### src/rtl/texture_loader_if.sv
// texture_loader_if
// Bundles the three buses around the texture loader:
//   rd_*     : burst request to the SDRAM reader (rd_req/rd_addr/rd_len out, rd_ack in)
//   src_*    : returned word stream (src_valid/src_data in, src_ready out)
//   *_load_* : write ports into the renderer's bird/pipe/base texture RAMs
// master = the loader, slave = the surrounding SDRAM reader + renderer.
interface texture_loader_if;
  logic        rd_req;
  logic [23:0] rd_addr;
  logic [15:0] rd_len;
  logic        rd_ack;

  logic        src_valid;
  logic [15:0] src_data;
  logic        src_ready;

  logic        bird_load_en;
  logic [12:0] bird_load_addr;
  logic [15:0] bird_load_data;
  logic        pipe_load_en;
  logic [15:0] pipe_load_addr;
  logic        base_load_en;
  logic [13:0] base_load_addr;

  modport master (
    output rd_req, rd_addr, rd_len,
    input  rd_ack,
    input  src_valid, src_data,
    output src_ready,
    output bird_load_en, bird_load_addr, bird_load_data,
    output pipe_load_en, pipe_load_addr,
    output base_load_en, base_load_addr
  );

  modport slave (
    input  rd_req, rd_addr, rd_len,
    output rd_ack,
    output src_valid, src_data,
    input  src_ready,
    input  bird_load_en, bird_load_addr, bird_load_data,
    input  pipe_load_en, pipe_load_addr,
    input  base_load_en, base_load_addr
  );
endinterface

### src/rtl/texture_loader.sv
// texture_loader
// Start-up sequencer: on a start pulse, requests one SDRAM burst per texture
// (bird, pipe, base), accepts the returned words and writes them into the
// renderer's texture RAMs at sequential addresses.
// Ports:
//   bird_load_clk : clock (50 MHz)
//   rst_n         : asynchronous active-low reset
//   start         : one-cycle pulse, honoured only in IDLE/DONE
//   bus           : texture_loader_if.master (SDRAM request, word stream, RAM writes)
//   busy          : a request or receive phase is in progress
//   load_done     : all textures written; held until the next accepted start
//
// state    | meaning
// IDLE     | waiting for start after reset
// REQ_BIRD | rd_req held for the bird burst until rd_ack
// RX_BIRD  | receiving bird words
// REQ_PIPE | rd_req held for the pipe burst until rd_ack
// RX_PIPE  | receiving pipe words
// REQ_BASE | rd_req held for the base burst until rd_ack
// RX_BASE  | receiving base words
// DONE     | all textures loaded, waiting for a restart
module texture_loader #(
  parameter int unsigned BIRD_WORDS    = 5250,
  parameter int unsigned PIPE_WORDS    = 40000,
  parameter int unsigned BASE_WORDS    = 4800,
  parameter logic [23:0] BIRD_SRC_ADDR = 24'h000000,
  parameter logic [23:0] PIPE_SRC_ADDR = 24'h002000,
  parameter logic [23:0] BASE_SRC_ADDR = 24'h00C000
) (
  input  logic             bird_load_clk,
  input  logic             rst_n,
  input  logic             start,
  texture_loader_if.master bus,
  output logic             busy,
  output logic             load_done
);

  localparam logic [15:0] BIRD_LAST = 16'(BIRD_WORDS - 1);
  localparam logic [15:0] PIPE_LAST = 16'(PIPE_WORDS - 1);
  localparam logic [15:0] BASE_LAST = 16'(BASE_WORDS - 1);

  typedef enum logic [2:0] {
    IDLE, REQ_BIRD, RX_BIRD, REQ_PIPE, RX_PIPE, REQ_BASE, RX_BASE, DONE
  } state_t;

  state_t      state, state_nxt;
  logic [15:0] word_cnt;
  logic        xfer;
  logic        start_ok;

  assign xfer     = bus.src_valid & bus.src_ready;
  assign start_ok = start & ((state == IDLE) | (state == DONE));

  always_ff @(posedge bird_load_clk or negedge rst_n) begin
    if (!rst_n) state <= IDLE;
    else        state <= state_nxt;
  end

  always_comb begin
    state_nxt     = state;
    bus.rd_req    = 1'b0;
    bus.rd_addr   = '0;
    bus.rd_len    = '0;
    bus.src_ready = 1'b0;
    busy          = 1'b0;
    case (state)
      IDLE, DONE: if (start) state_nxt = REQ_BIRD;
      REQ_BIRD: begin
        busy        = 1'b1;
        bus.rd_req  = 1'b1;
        bus.rd_addr = BIRD_SRC_ADDR;
        bus.rd_len  = 16'(BIRD_WORDS);
        if (bus.rd_ack) state_nxt = RX_BIRD;
      end
      RX_BIRD: begin
        busy          = 1'b1;
        bus.src_ready = 1'b1;
        if (bus.src_valid && word_cnt == BIRD_LAST) state_nxt = REQ_PIPE;
      end
      REQ_PIPE: begin
        busy        = 1'b1;
        bus.rd_req  = 1'b1;
        bus.rd_addr = PIPE_SRC_ADDR;
        bus.rd_len  = 16'(PIPE_WORDS);
        if (bus.rd_ack) state_nxt = RX_PIPE;
      end
      RX_PIPE: begin
        busy          = 1'b1;
        bus.src_ready = 1'b1;
        if (bus.src_valid && word_cnt == PIPE_LAST) state_nxt = REQ_BASE;
      end
      REQ_BASE: begin
        busy        = 1'b1;
        bus.rd_req  = 1'b1;
        bus.rd_addr = BASE_SRC_ADDR;
        bus.rd_len  = 16'(BASE_WORDS);
        if (bus.rd_ack) state_nxt = RX_BASE;
      end
      RX_BASE: begin
        busy          = 1'b1;
        bus.src_ready = 1'b1;
        if (bus.src_valid && word_cnt == BASE_LAST) state_nxt = DONE;
      end
      default: state_nxt = IDLE;
    endcase
  end

  // Write port registers: one cycle of latency from the accepted word.
  // Addresses and data are only updated on a transfer so they hold otherwise.
  always_ff @(posedge bird_load_clk or negedge rst_n) begin
    if (!rst_n) begin
      word_cnt           <= '0;
      load_done          <= 1'b0;
      bus.bird_load_en   <= 1'b0;
      bus.bird_load_addr <= '0;
      bus.bird_load_data <= '0;
      bus.pipe_load_en   <= 1'b0;
      bus.pipe_load_addr <= '0;
      bus.base_load_en   <= 1'b0;
      bus.base_load_addr <= '0;
    end else begin
      bus.bird_load_en <= 1'b0;
      bus.pipe_load_en <= 1'b0;
      bus.base_load_en <= 1'b0;

      // load_done follows DONE by a cycle so it rises after the last base write.
      if (start_ok) begin
        word_cnt  <= '0;
        load_done <= 1'b0;
      end else if (state == DONE) begin
        load_done <= 1'b1;
      end

      if (bus.rd_req && bus.rd_ack) word_cnt <= '0;

      if (xfer) begin
        word_cnt           <= word_cnt + 16'd1;
        bus.bird_load_data <= bus.src_data;
        case (state)
          RX_BIRD: begin
            bus.bird_load_en   <= 1'b1;
            bus.bird_load_addr <= word_cnt[12:0];
          end
          RX_PIPE: begin
            bus.pipe_load_en   <= 1'b1;
            bus.pipe_load_addr <= word_cnt;
          end
          RX_BASE: begin
            bus.base_load_en   <= 1'b1;
            bus.base_load_addr <= word_cnt[13:0];
          end
          default: ;
        endcase
      end
    end
  end

endmodule

### src/flat_wrapper.sv
// flat-port wrapper written by rule: the top's interface ports become plain ports
module texture_loader_flat 
#(
  parameter int unsigned BIRD_WORDS    = 5250,
  parameter int unsigned PIPE_WORDS    = 40000,
  parameter int unsigned BASE_WORDS    = 4800,
  parameter logic [23:0] BIRD_SRC_ADDR = 24'h000000,
  parameter logic [23:0] PIPE_SRC_ADDR = 24'h002000,
  parameter logic [23:0] BASE_SRC_ADDR = 24'h00C000
)
  (bird_load_clk, rst_n, start, busy, load_done, bus_rd_req, bus_rd_addr, bus_rd_len, bus_rd_ack, bus_src_valid, bus_src_data, bus_src_ready, bus_bird_load_en, bus_bird_load_addr, bus_bird_load_data, bus_pipe_load_en, bus_pipe_load_addr, bus_base_load_en, bus_base_load_addr);
  texture_loader_if bus_i ();
  input  logic bird_load_clk;
  input  logic rst_n;
  input  logic start;
  output logic busy;
  output logic load_done;
  output wire logic [$bits(bus_i.rd_req)-1:0] bus_rd_req;
  output wire logic [$bits(bus_i.rd_addr)-1:0] bus_rd_addr;
  output wire logic [$bits(bus_i.rd_len)-1:0] bus_rd_len;
  input wire logic [$bits(bus_i.rd_ack)-1:0] bus_rd_ack;
  input wire logic [$bits(bus_i.src_valid)-1:0] bus_src_valid;
  input wire logic [$bits(bus_i.src_data)-1:0] bus_src_data;
  output wire logic [$bits(bus_i.src_ready)-1:0] bus_src_ready;
  output wire logic [$bits(bus_i.bird_load_en)-1:0] bus_bird_load_en;
  output wire logic [$bits(bus_i.bird_load_addr)-1:0] bus_bird_load_addr;
  output wire logic [$bits(bus_i.bird_load_data)-1:0] bus_bird_load_data;
  output wire logic [$bits(bus_i.pipe_load_en)-1:0] bus_pipe_load_en;
  output wire logic [$bits(bus_i.pipe_load_addr)-1:0] bus_pipe_load_addr;
  output wire logic [$bits(bus_i.base_load_en)-1:0] bus_base_load_en;
  output wire logic [$bits(bus_i.base_load_addr)-1:0] bus_base_load_addr;
  assign bus_rd_req = bus_i.rd_req;
  assign bus_rd_addr = bus_i.rd_addr;
  assign bus_rd_len = bus_i.rd_len;
  assign bus_i.rd_ack = bus_rd_ack;
  assign bus_i.src_valid = bus_src_valid;
  assign bus_i.src_data = bus_src_data;
  assign bus_src_ready = bus_i.src_ready;
  assign bus_bird_load_en = bus_i.bird_load_en;
  assign bus_bird_load_addr = bus_i.bird_load_addr;
  assign bus_bird_load_data = bus_i.bird_load_data;
  assign bus_pipe_load_en = bus_i.pipe_load_en;
  assign bus_pipe_load_addr = bus_i.pipe_load_addr;
  assign bus_base_load_en = bus_i.base_load_en;
  assign bus_base_load_addr = bus_i.base_load_addr;
  texture_loader #(.BIRD_WORDS(BIRD_WORDS), .PIPE_WORDS(PIPE_WORDS), .BASE_WORDS(BASE_WORDS), .BIRD_SRC_ADDR(BIRD_SRC_ADDR), .PIPE_SRC_ADDR(PIPE_SRC_ADDR), .BASE_SRC_ADDR(BASE_SRC_ADDR)) u_core (.bird_load_clk(bird_load_clk), .rst_n(rst_n), .start(start), .bus(bus_i), .busy(busy), .load_done(load_done));
endmodule
### config.mk
export PLATFORM = sky130hd
export DESIGN_NAME = texture_loader_flat
export DESIGN_NICKNAME = d
export VERILOG_FILES = /design/src/rtl/texture_loader_if.sv /design/src/rtl/texture_loader.sv /design/src/flat_wrapper.sv
export SDC_FILE = /design/constraint.sdc
export NUM_CORES = 1
export LEC_CHECK = 0
export ABC_AREA = 1
export BUFFER_PORTS_ARGS = -buffer_cell sky130_fd_sc_hd__buf_4
export CELL_PAD_IN_SITES_DETAIL_PLACEMENT = 0
export CELL_PAD_IN_SITES_GLOBAL_PLACEMENT = 2
export CORE_ASPECT_RATIO = 0.6
export CORE_MARGIN = 4
export CORE_UTILIZATION = 31
export CTS_BUF_LIST = sky130_fd_sc_hd__clkbuf_8 sky130_fd_sc_hd__clkbuf_16
export DETAILED_ROUTE_END_ITERATION = 10
export PLACE_DENSITY_LB_ADDON = 0.25
export SETUP_SLACK_MARGIN = 0.5
export SKIP_LAST_GASP = 1
export SYNTH_ARGS = -nofsm -noshare
export SYNTH_HDL_FRONTEND = slang
export SYNTH_SLANG_ARGS = --single-unit
### constraint.sdc
create_clock -name bird_load_clk -period 3.15 [get_ports bird_load_clk]
set_clock_uncertainty 0.15 [all_clocks]
set_input_delay 0 -clock bird_load_clk [delete_from_list [all_inputs] [get_ports bird_load_clk]]
set_output_delay 0 -clock bird_load_clk [all_outputs]
set_load 0.01 [all_outputs]
# Word-level counts from Yosys, hierarchy flattened
# Cells that the tools add are included.
classes:
  n_addsub: 1
  n_eq_ne: 17
  muxes: 24
  bitwise_logic: 3
  n_reduce_logical: 15
ops:
  columns: ["cell", "count"]
  rows:
  - ["$mux 16", 3]
  - ["$pmux 16 s3", 1]
  - ["$eq 16x13->1 const B", 2]
  - ["$pmux 16 s2", 1]
  - ["$mux 3", 7]
  - ["$pmux 3 s7", 1]
  - ["$add 16x1->16 const B", 1]
  - ["$eq 16x16->1 const B", 1]
  - ["$eq 3x3->1 const B", 4]
  - ["$mux 1", 11]
  - ["$ne 2x2->1 const B", 4]
  - ["$reduce_and 7->1", 1]
  - ["$eq 3x2->1 const B", 2]
  - ["$ne 2x1->1 const B", 3]
  - ["$reduce_and 2->1", 3]
  - ["$reduce_or 3->1", 2]
  - ["$reduce_or 6->1", 1]
  - ["$logic_and 1x1->1", 4]
  - ["$eq 3x1->1 const B", 1]
  - ["$logic_not 3->1", 1]
  - ["$reduce_bool 3->1", 1]
  - ["$and 1x1->1", 2]
  - ["$reduce_bool 2->1", 1]
  - ["$reduce_or 2->1", 1]
  - ["$or 1x1->1", 1]
word_totals:
  ff_bits: 82
  inputBits: 21
  out_inout_bits: 106
  word_cells: 70

# Depth between registers and ports, before layout
# Gate-level depths: netlist (run 1).
logic_depth:
  word_depth: 6
  mapped_depth: 12

# Least setup slack after synthesis (run 1)
# Ideal clock, no wire load.
synth_timing:
  path_kind: "register -> register"
  start: "reg u_core.state[0]"
  end: "reg u_core.word_cnt[9]"
  setup_ns: 0.080
  arrival_ns: 1.568
  t_required_ns: 2.920
  slack_ns: 1.353
  stages_incl_launch_ff: 13
  path_buffers: 1
  period_less_slack_ns: 1.797
  path_cell_list: "dfrtp_1 inv_1 ha_1 nand2_8 inv_4 nor2_4 inv_4 nand2_8 nand2_4 nor2_4 inv_2 buf_6 o22ai_2"
synth_via:
  word_cells_on_any_way: 19
  cone_classes: "7 x eq/ne; 4 x mux; 3 x bitwise; 5 x reduce/logical"
synth_rtl:
  columns: ["item", "line", "text"]
  rows:
  - ["start: declaration", "texture_loader.sv:46", "state_t state, state_nxt;"]
  - ["start signal: assignment", "texture_loader.sv:56", "else state <= state_nxt;"]
  - ["$eq 3x2->1 or $eq 3x3->1 (tied branches)", "texture_loader.sv:66", "case (state)"]
  - ["$reduce_or 3->1 (no source line) (*)", null, null]
  - ["$mux 1 (*)", "texture_loader.sv:66", null]
  - ["net bus_src_ready", "flat_wrapper.sv:24", "output wire logic [$bits(bus_i.src_ready)-1:0] bus_src_ready;"]
  - ["$and 1x1->1 (*)", "texture_loader.sv:51", "assign xfer = bus.src_valid & bus.src_ready;"]
  - ["$reduce_bool 3->1 (no source line) or $mux 16 (tied branches)", null, null]
  - ["end signal: assignment", "texture_loader.sv:137", "word_cnt <= word_cnt + 16'd1;"]
  - ["end: declaration", "texture_loader.sv:47", "logic [15:0] word_cnt;"]
# Mark *: on every way through the listed nets, which the timed path passes. The rest lies on a longest branch.
# A chain may end at the register's enable or synchronous reset.

# Worst setup path in the final report (run 1)
layout_timing:
  start: "reg u_core.state[1]"
  end: "reg u_core.bus.bird_load_data[2]"
layout_via:
  elab_chain_len: 4
  word_cells_on_any_way: 6
  cone_classes: "3 x eq/ne; 1 x mux; 1 x bitwise; 1 x reduce/logical"
layout_rtl:
  columns: ["item", "line", "text"]
  rows:
  - ["$eq 3x2->1 or $eq 3x3->1 (tied branches)", "texture_loader.sv:66", null]
  - ["$reduce_or 3->1 (no source line) (*)", null, null]
  - ["$mux 1 (*)", "texture_loader.sv:66", null]
  - ["$and 1x1->1 (*)", "texture_loader.sv:51", null]
  - ["end signal: assignment", "texture_loader.sv:138", "bus.bird_load_data <= bus.src_data;"]
  - ["end: declaration", "texture_loader_if.sv:30", "output bird_load_en, bird_load_addr, bird_load_data,"]
# Every way passes the cells marked *; elsewhere a longest branch is shown, timed or not.

==> flow_summary.toml, run 1 <==
[run_status]
status = "complete, no violations"

[routing]
drc = 0
drt_iter0_markers = 234
first_pass_iters = 4
wire_per_inst_um = 14.6
via_count = 3300
antenna_left = 0
routed_wirelength_mm = 11.0
via_per_inst = 4.38

[timing]
worstMarginPinSlew_ns = 0.851
rsz0062_at_grt = "false"
tns_ns = 0
finalHoldViolCount = 0
fmaxAchievable_mhz = 410
final_max_slew_viol_count = 0
setup_viol = 0
maxSlewHeadroom_pct = 43.2
timing.final.crit_share_pct = 77.4
fin_crit_ns = 2.44

[global_route]
grt_usage_pct = 14.9
grt_pass1_vias = 3080
antenna_found_initial = 0
grt_max_degree = 51
grt_pass1_wl_mm = 17.0
grt_overflow = 0

[worst_setup_path]
reg2reg_to = "u_core.bus.bird_load_data[2]$_DFFE_PN0P_"
critPathMaxStageDelay_ns = 0.55
arrival_ns = 2.56
required_ns = 3.27
worst-setup-path-type = "reg2reg"
cp_max_fo = 28
critPathMostFrequentCell = "inv_4"
reg2reg_slack_ns = 0.71
crit_family = "buffers and inverters"
slowest_stage = "dlygate4sd3_1"
path_cells = "inv_1 > ha_1 > nand2_8 > inv_4 > nor2_4 > inv_4 > nand2_8 > inv_4 > nand2_1 > nand2_1 > dlygate4sd3_1"
startpoint = "u_core.state[1]$_DFFE_PN0P_"
path_buf_inv = 5
critPathLaunchType = "register"
ff2ff_path_depth = 11
end_kind = "register"
rr_startpoint = "u_core.state[1]$_DFFE_PN0P_"

[placed_design]
placed_cells = 703
gp_congestion = 0.799
io_buffers = 97
dp_hpwl_mm = 7.88

[synth]
ys_ff_latch = 82
synth_edf_count = 0
synth_top_area_cell = "dfrtp_1"
async_reset_ff_share_pct = 100
ys_seq_area_share_pct = 51.8
syn-cell-area_um2 = 3960
syn_avg_cell_area_um2 = 8.69
synth_area_leaders = "dfrtp_1 52%, nand2_1 13%, buf_4 6.3%"
synth.distinct_cells = 31
yosysMostFrequentCell = "nand2_1"
yosysWarnings = 0
synthTopCellsByCount = "142 x nand2_1, 82 x dfrtp_1, 44 x o21ai_0"
synth.top_cell.area_share_pct = 51.8
synthCells = 456
synth_flop_cell = "dfrtp_1"

[final_layout]
layout.cells.non_filler = 754
area_growth_pct = 35.7
drive_gt1_share_pct = 24.1
fin_nets = 612
antenna_cells = 0
fillCellCount = 1225

[floorplan]
design.core.area_um2 = 12300
num_rows = 31
dieHeight_um = 95.6
ioPinCount = 127
initial_core_util_pct = 32.2
die_w_um = 154
dieArea_um2 = 14700

[clocking]
insertion_delay_ns = 0.34
cts-buffers-inserted = 9
clock_path_buffers = 2
clk_pin_slew_ns = 0.06
cts.sinks = 82
cts-root-buf = "clkbuf_16"
cts_tree = "done"
h-tree-depth = 3

[flow_run]
max_cap_violations = 0

[power]
peakVddDrop_mv = 0.364
power_leakage_nw = 2.71
power_density_nw_per_um2 = 909

[hold_path]
hp-class = "in2async"
## worst reg2reg max path: stages, from the launching register on
cell           delay, ns
dfrtp_1             0.41
inv_1               0.11
ha_1                0.29
nand2_8             0.08
inv_4               0.08
nor2_4              0.04
inv_4               0.08
nand2_8             0.13
inv_4               0.29
nand2_1             0.09
nand2_1             0.07
dlygate4sd3_1       0.55
## layout by cell type, fill, tap and decap left out, types with 7 or more instances in the layout
| cell type | count |
|---|---|
| o21ai_0 | 44 |
| dfrtp_1 | 82 |
| o21ai_1 | 11 |
| nor2_1 | 29 |
| buf_4 | 99 |
| o22ai_2 | 8 |
| conb_1 | 29 |
| nand2_1 | 142 |
| dlygate4sd3_1 | 35 |
| inv_1 | 34 |
| clkbuf_16 | 9 |
| nand4_1 | 7 |
| nand3_1 | 15 |
| ha_1 | 7 |
## logic make-up after synthesis
family / synth area share, %
xor gates and xnor gates: 0.442
buffers and inverters: 11.9
adders and majority gates: 2.21
other: 0.0946
DFF: 51.8
AOI/OAI and AO/OA: 11.1
and+or+nand+nor: 22.5
## through the flow
step	hold slack, ns	total power, W	util [%]	cell area, um2	setup WS, ns
final	0.0761	0.00489	43.7	5380	0.710
after global routing	0.149	0.00524	43.7	5380	0.548
after CTS	0.0980	0.00493	43.7	5380	0.555
after detailed placement	-0.0753	0.00361	38.3	4710	0.790
after global placement	-0.0815	0.00360	38.3	4710	0.844
after floorplan	-0.446	0.00274	-	4070	1.35
## worst max path at each step
| stage | end | cells past startpoint | slack (ns) |
|---|---|---|---|
| 6_report | u_core.bus.bird_load_data[2]$_DFFE_PN0P_ | 11 | 0.71 |
| 5_1_grt | u_core.bus.bird_load_data[13]$_DFFE_PN0P_ | 11 | 0.55 |
| 4_1_cts | u_core.bus.bird_load_data[8]$_DFFE_PN0P_ | 11 | 0.56 |
| 3_5_place_dp | u_core.word_cnt[5]$_DFFE_PN0P_ | 10 | 0.79 |
| 3_3_place_gp | u_core.word_cnt[5]$_DFFE_PN0P_ | 10 | 0.84 |
| 2_1_floorplan | u_core.word_cnt[9]$_DFFE_PN0P_ | 12 | 1.35 |
## cell type report
cell class	instances	area, um2	area share (%)
clock buffers	9	225	4.19
clock inverters	7	93.8	1.74
inverters	41	164	3.05
multi-input cells	316	1540	28.7
flip-flops and latches	82	2050	38.2
well taps	165	206	3.84
repair buffers	134	1090	20.3
## per-layer routing
layer	vias to the layer above	GRT usage, %	wire length, um
met5	-	0	0
met4	0	3.31	16
li1	1651	-	-
met2	94	19.7	4420
met3	2	4.90	664
met1	1553	23.2	5940
## timing repair
action,4_1_cts,5_1_grt
resized for setup,0,2
setup buffers,0,0
hold endpoints to repair,75,0
hold buffers,35,0
setup endpoints to repair,0,15
## registers in the layout, indices dropped and copies added, names as in the netlist
name / cells
u_core.bus.bird_load_data: 16
u_core.bus.pipe_load_en: 1
u_core.load_done: 1
u_core.bus.bird_load_addr: 13
u_core.state: 3
u_core.bus.bird_load_en: 1
u_core.bus.pipe_load_addr: 16
u_core.bus.base_load_en: 1
u_core.bus.base_load_addr: 14
u_core.word_cnt: 16
## report_power, final
part,leakage (nW),switching (W),internal [W]
clock network,0.151,0.000432,0.000692
registers,1.09,0.000260,0.00141
logic,1.47,0.00111,0.000988
total,2.71,0.00180,0.00309
No activity file was read; power rests on OpenSTA's default activity.
==> run 2: changes to the inputs <==
--- a/config.mk
+++ b/config.mk
@@ -5,13 +5,13 @@
 export SDC_FILE = /design/constraint.sdc
 export NUM_CORES = 1
 export LEC_CHECK = 0
-export ABC_AREA = 1
+export ABC_AREA = 0
 export BUFFER_PORTS_ARGS = -buffer_cell sky130_fd_sc_hd__buf_4
 export CELL_PAD_IN_SITES_DETAIL_PLACEMENT = 0
 export CELL_PAD_IN_SITES_GLOBAL_PLACEMENT = 2
 export CORE_ASPECT_RATIO = 0.6
 export CORE_MARGIN = 4
-export CORE_UTILIZATION = 31
+export CORE_UTILIZATION = 28
 export CTS_BUF_LIST = sky130_fd_sc_hd__clkbuf_8 sky130_fd_sc_hd__clkbuf_16
 export DETAILED_ROUTE_END_ITERATION = 10
 export PLACE_DENSITY_LB_ADDON = 0.25
==> constraint.sdc (replaced) <==
create_clock -name bird_load_clk -period 2.16 [get_ports bird_load_clk]
set_clock_uncertainty 0.15 [all_clocks]
set_input_delay 0 -clock bird_load_clk [delete_from_list [all_inputs] [get_ports bird_load_clk]]
set_output_delay 0 -clock bird_load_clk [all_outputs]
set_load 0.01 [all_outputs]
==> flow_summary.toml, run 2 <==
[global_route]
grt_max_degree = 53
grt_overflow = 0
grt_pass1_wl_mm = 18.8
grt_usage_pct = 14.7
antenna_found_initial = 0
grt_pass1_vias = 3315

[timing]
tns_ns = 0
finalHoldViolCount = 0
fmaxAchievable_mhz = 524
final_max_slew_viol_count = 0
setup_ws_ns = 0.253
maxSlewHeadroom_pct = 54.6
timing.final.crit_share_pct = 88.3
worstMarginPinSlew_ns = 0.682
fin_crit_ns = 1.91
rsz0062_at_grt = "true"
setup_viol = 0

[clocking]
cts_tree = "done"
insertion_delay_ns = 0.33
cts-root-buf = "clkbuf_16"
clock_path_buffers = 2
cts-buffers-inserted = 9
h-tree-depth = 3
clk_pin_slew_ns = 0.06
cts.sinks = 82

[synth]
synth_area_leaders = "dfrtp_1 51%, mux2_2 10%, buf_4 6.9%"
syn-cell-area_um2 = 4000
yosysMostFrequentCell = "dfrtp_1"
async_reset_ff_share_pct = 100
synth_edf_count = 0
ys_seq_area_share_pct = 51.3
synth_top_area_cell = "dfrtp_1"
synth.distinct_cells = 46
synthTopCellsByCount = "82 x dfrtp_1, 71 x nand2_1, 37 x buf_4, 37 x mux2_2, 24 x o21ai_0"
synthCells = 381
ys_ff_latch = 82
yosysWarnings = 0
synth.top_cell.area_share_pct = 51.3
syn_avg_cell_area_um2 = 10.5
synth_flop_cell = "dfrtp_1"

[worst_setup_path]
reg2reg_slack_ns = 0.25
end_kind = "register"
critPathMaxStageDelay_ns = 0.47
arrival_ns = 1.98
critPathLaunchType = "register"
required_ns = 2.23
slowest_stage = "dfrtp_2"
cp_max_fo = 5
worst-setup-path-type = "reg2reg"
path_cells = "inv_4 > ha_4 > buf_6 > buf_12 > nand2_4 > a31o_4 > nand3_4 > mux2_4"

[final_layout]
reg_top3 = "u_core.bus.bird_load_data x16, u_core.bus.pipe_load_addr x16, u_core.word_cnt x16"
fin_nets = 574
layout.cells.non_filler = 743
final_common_cell = "buf_4"
drive_gt1_share_pct = 55.5
fin_util_pct = 47.1
area_growth_pct = 63.1
antenna_cells = 0
mostFrequentLayoutCells = "126 x buf_4, 71 x dfrtp_1, 45 x nand2_1"

[floorplan]
num_rows = 33
ioPinCount = 127
dieArea_um2 = 16300
dieHeight_um = 101
die_w_um = 162
design.core.area_um2 = 13800
initial_core_util_pct = 28.9

[power]
power_density_nw_per_um2 = 1140
peakVddDrop_mv = 0.447
p_int_w = 0.00491
power_frac_seq_pct = 27.1
finalPower_w = 0.00743
p_comb_share_pct = 48.8
power_leakage_nw = 3.31
power_frac_clock_pct = 24.1
p_switching_w = 0.00252
switching_share_pct = 33.9

[placed_design]
dpl_worst_slack_ns = 0.216
placed_cells = 656
gp_congestion = 0.728
io_buffers = 97
dp_hpwl_mm = 7.59

[routing]
drc = 0
via_per_inst = 4.47
routed_wirelength_mm = 12.3
drt_iter0_markers = 158
first_pass_iters = 4
drt-met1-wl_mm = 5.99
via_count = 3319
dr_wl_met3_um = 726
antenna_left = 0
met2_wirelength_mm = 5.48
top_layer_used = "met4"
wire_per_inst_um = 16.5

[run_status]
status = "complete, no violations"

[flow_run]
max_cap_violations = 0

[hold_path]
hp-class = "in2async"
==> run 2: cell types whose count changed after synthesis, sizes merged, moves of 6 or more <==
cell   before  now
inv        41   12
o21ai      55   34
nand2     147   71
buf        38   56
o22ai       8    2
mux2        0   38
nor2       32   13
==> run 2: what timing repair did <==
item | CTS | global route
pin swaps | 11 | 35
gates resized for setup | 61 | 87
endpoints found under the setup margin | 85 | 86
hold endpoints to repair | 72 | 0
hold buffers | 20 | 0
setup buffers | 23 | 21
gates cloned | 6 | 1
==> run 2: final cells by class <==
cell class                 count  area [um2]
tap                          192         240
fill                        1290        7310
clock inverter                 6         114
sequential                    82        2070
timing repair buffer         182        1730
inverter                      12        52.6
multi-input combinational    259        2080
clock buffer                  10         239
==> run 2: kinds of logic after synthesis <==
logic type,share of synthesized area (%)
adders and majority gates,2.19
xor gates and xnor gates,0.219
other,0.0938
buffers and inverters,10.8
DFF,51.3
and+or+nand+nor,16.0
muxes,10.8
AOI/OAI and AO/OA,8.61
==> run 2: per-stage QoR <==
stage                     area (um2)  hold WS [ns]
final                           6520        0.0963
after global routing            6520         0.149
after CTS                       6010         0.130
after detailed placement        4910       -0.0525
after global placement          4910       -0.0627
after floorplan                 4200        -0.446
==> run 2: path summary, 6_finish.rpt <==
check,startpoint,end,cells past startpoint
max reg2reg,u_core.state[0]$_DFFE_PN0P_,u_core.state[1]$_DFFE_PN0P_,8
min reg2reg,u_core.bus.bird_load_data[13]$_DFFE_PN0P_,u_core.bus.bird_load_data[13]$_DFFE_PN0P_,2
max,u_core.state[0]$_DFFE_PN0P_,u_core.state[1]$_DFFE_PN0P_,8
min in group bird_load_clk,bus_src_data[2],u_core.bus.bird_load_data[2]$_DFFE_PN0P_,4
min,rst_n,u_core.bus.bird_load_addr[6]$_DFFE_PN0P_,2
max in group asynchronous,rst_n,u_core.word_cnt[0]$_DFFE_PN0P_,3
==> run 2: power by group through the flow <==
stage	Combinational, W	Sequential, W	Clock, W
6_report	0.00363	0.00202	0.00179
5_1_grt	0.00391	0.00205	0.00190
4_1_cts	0.00307	0.00200	0.00184
3_5_place_dp	0.00233	0.00201	0
3_3_place_gp	0.00234	0.00200	0
2_1_floorplan	0.00134	0.00206	0
==> run 2: critical path, delay by kind of cell, from the launching register on <==
kind / cells / cell delay (ns)
AO/OA/AOI/OAI: 1 / 0.22
multiplexers: 1 / 0.30
flip-flops: 1 / 0.47
adder cells (fa/ha/maj): 1 / 0.20
AND/OR/NAND/NOR: 2 / 0.13
buffers and inverters: 3 / 0.33
==> run 2: layer usage <==
| metal | track usage [%] | up-vias |
|---|---|---|
| li1 | - | 1575 |
| met5 | 0 | - |
| met2 | 21.8 | 90 |
| met4 | 2.53 | 0 |
| met3 | 4.78 | 8 |
| met1 | 21.3 | 1646 |
==> run 3: changes to the inputs <==
--- a/config.mk
+++ b/config.mk
@@ -5,8 +5,7 @@
 export SDC_FILE = /design/constraint.sdc
 export NUM_CORES = 1
 export LEC_CHECK = 0
-export ABC_AREA = 0
-export BUFFER_PORTS_ARGS = -buffer_cell sky130_fd_sc_hd__buf_4
+export BUFFER_PORTS_ARGS = -buffer_cell sky130_fd_sc_hd__buf_2
 export CELL_PAD_IN_SITES_DETAIL_PLACEMENT = 0
 export CELL_PAD_IN_SITES_GLOBAL_PLACEMENT = 2
 export CORE_ASPECT_RATIO = 0.6
==> flow_summary.toml, run 3 (synthesis results as in run 2) <==
[hold_path]
hold_depth = 3
hp-class = "in2reg"
hp-start = "bus_src_valid"
whs_endpoint = "u_core.word_cnt[4]$_DFFE_PN0P_"

[timing]
fmaxAchievable_mhz = 542
worstMarginPinSlew_ns = 0.664
rsz0062_at_grt = "true"
maxSlewHeadroom_pct = 55.8
final_max_slew_viol_count = 0
finalHoldViolCount = 0
setup_viol = 0
tns_ns = 0
timing.final.crit_share_pct = 85.4
fin_crit_ns = 1.85

[power]
finalPower_w = 0.00649
power_leakage_nw = 3.00
power_density_nw_per_um2 = 1140
peakVddDrop_mv = 0.422

[final_layout]
multi_input_area_um2 = 1890
final_common_cell = "buf_2"
mostFrequentLayoutCells = "93 x buf_2, 74 x dfrtp_1, 60 x nand2_1"
register_area_um2 = 2060
fin_nets = 552
antenna_cells = 0
reg_top3 = "u_core.bus.bird_load_data x16, u_core.bus.pipe_load_addr x16, u_core.word_cnt x16"
area_growth_pct = 43.0
fillCellCount = 1339
drive_gt1_share_pct = 49.6

[worst_setup_path]
crit_family = "flip-flops"
critPathMaxStageDelay_ns = 0.46
required_ns = 2.21
slowest_stage = "dfrtp_2"
arrival_ns = 1.90
ff2ff_path_depth = 8
critPathLaunchType = "register"
reg2reg_to = "u_core.word_cnt[4]$_DFFE_PN0P_"
path_buf_inv = 2
end_kind = "register"
path_cells = "inv_4 > ha_4 > a21oi_4 > nor2b_4 > buf_8 > and2_4 > o21ai_2 > o31ai_1"
cp_max_fo = 8
rr_startpoint = "u_core.state[0]$_DFFE_PN0P_"
worst-setup-path-type = "reg2reg"
reg2reg_slack_ns = 0.31

[global_route]
grt_pass1_vias = 3021
grt_max_degree = 51
grt_overflow = 0
antenna_found_initial = 0
grt_usage_pct = 13.6
grt_pass1_wl_mm = 17.2

[placed_design]
dp_hpwl_mm = 7.39
io_buffers = 97
gp_congestion = 0.734

[routing]
drc = 0
wire_per_inst_um = 15.2
first_pass_iters = 4
drt_iter0_markers = 165
via_per_inst = 4.36
antenna_left = 0
via_count = 3142
routed_wirelength_mm = 10.9

[clocking]
h-tree-depth = 3
cts-buffers-inserted = 9
cts_tree = "done"
clock_path_buffers = 2
cts.sinks = 82
cts-root-buf = "clkbuf_16"
insertion_delay_ns = 0.33
clk_pin_slew_ns = 0.06

[floorplan]
initial_core_util_pct = 28.9
ioPinCount = 127
die_w_um = 162
dieArea_um2 = 16300
design.core.area_um2 = 13800
dieHeight_um = 101
num_rows = 33

[flow_run]
max_cap_violations = 0

[run_status]
status = "complete, no violations"
==> run 3: final cells by class <==
class / count / area share, %
Multi-Input combinational cell: 259 / 33.0
Inverter: 12 / 0.919
Timing Repair Buffer: 160 / 20.2
Clock buffer: 10 / 4.18
Tap cell: 192 / 4.20
Sequential cell: 82 / 36.1
Clock inverter: 5 / 1.40
==> run 3: what timing repair did <==
action / in CTS / in global routing
hold buffers: 18 / 0
endpoints found under the hold margin: 66 / 0
gates cloned: 3 / 1
buffers inserted: 18 / 6
endpoints found under the setup margin: 83 / 65
pin swaps: 15 / 17
gates resized for setup: 39 / 45
==> run 3: worst max path at each step <==
stage	from	to	slack [ns]	cells past startpoint
floorplan	u_core.state[0]$_DFFE_PN0P_	u_core.word_cnt[12]$_DFFE_PN0P_	0.42	10
global placement	u_core.word_cnt[0]$_DFFE_PN0P_	u_core.state[1]$_DFFE_PN0P_	0.22	6
detailed placement	u_core.word_cnt[0]$_DFFE_PN0P_	u_core.state[1]$_DFFE_PN0P_	0.20	6
CTS	u_core.state[0]$_DFFE_PN0P_	u_core.state[1]$_DFFE_PN0P_	0.31	6
global route	u_core.state[0]$_DFFE_PN0P_	u_core.word_cnt[4]$_DFFE_PN0P_	0.25	8
finish	u_core.state[0]$_DFFE_PN0P_	u_core.word_cnt[4]$_DFFE_PN0P_	0.31	8
==> run 3: tightest hold or removal path, delay by kind of cell <==
kind / cells / cell delay, ns
buf+inv: 1 / 0.21
compound gates: 1 / 0.08
simple gates: 1 / 0.19
==> run 3: layer usage <==
| metal | vias to the layer above | global-route usage, % | share of wire, % |
|---|---|---|---|
| met5 | - | 0 | 0 |
| met4 | 0 | 3.31 | 0.85 |
| met3 | 11 | 4.66 | 7.8 |
| met2 | 93 | 19.0 | 42 |
| met1 | 1512 | 20.0 | 49 |
| li1 | 1526 | - | - |
==> run 3: power by group <==
group	internal [W]	switching (W)	total, W
logic	0.00141	0.00146	0.00287
clock network	0.00103	0.000595	0.00163
registers	0.00179	0.000192	0.00199
==> run 3: through the flow <==
step / cell area [um2] / std cells / setup WS, ns / util (%) / hold WS [ns]
finish: 5720 / 720 / 0.315 / 41.3 / 0.0551
global route: 5720 / 720 / 0.252 / 41.3 / 0.0547
CTS: 5500 / 713 / 0.314 / 39.8 / 0.0434
detailed placement: 4670 / 659 / 0.195 / 33.7 / -0.0665
global placement: 4670 / 659 / 0.222 / 33.7 / -0.0705
floorplan: 4200 / 409 / 0.417 / - / -0.446
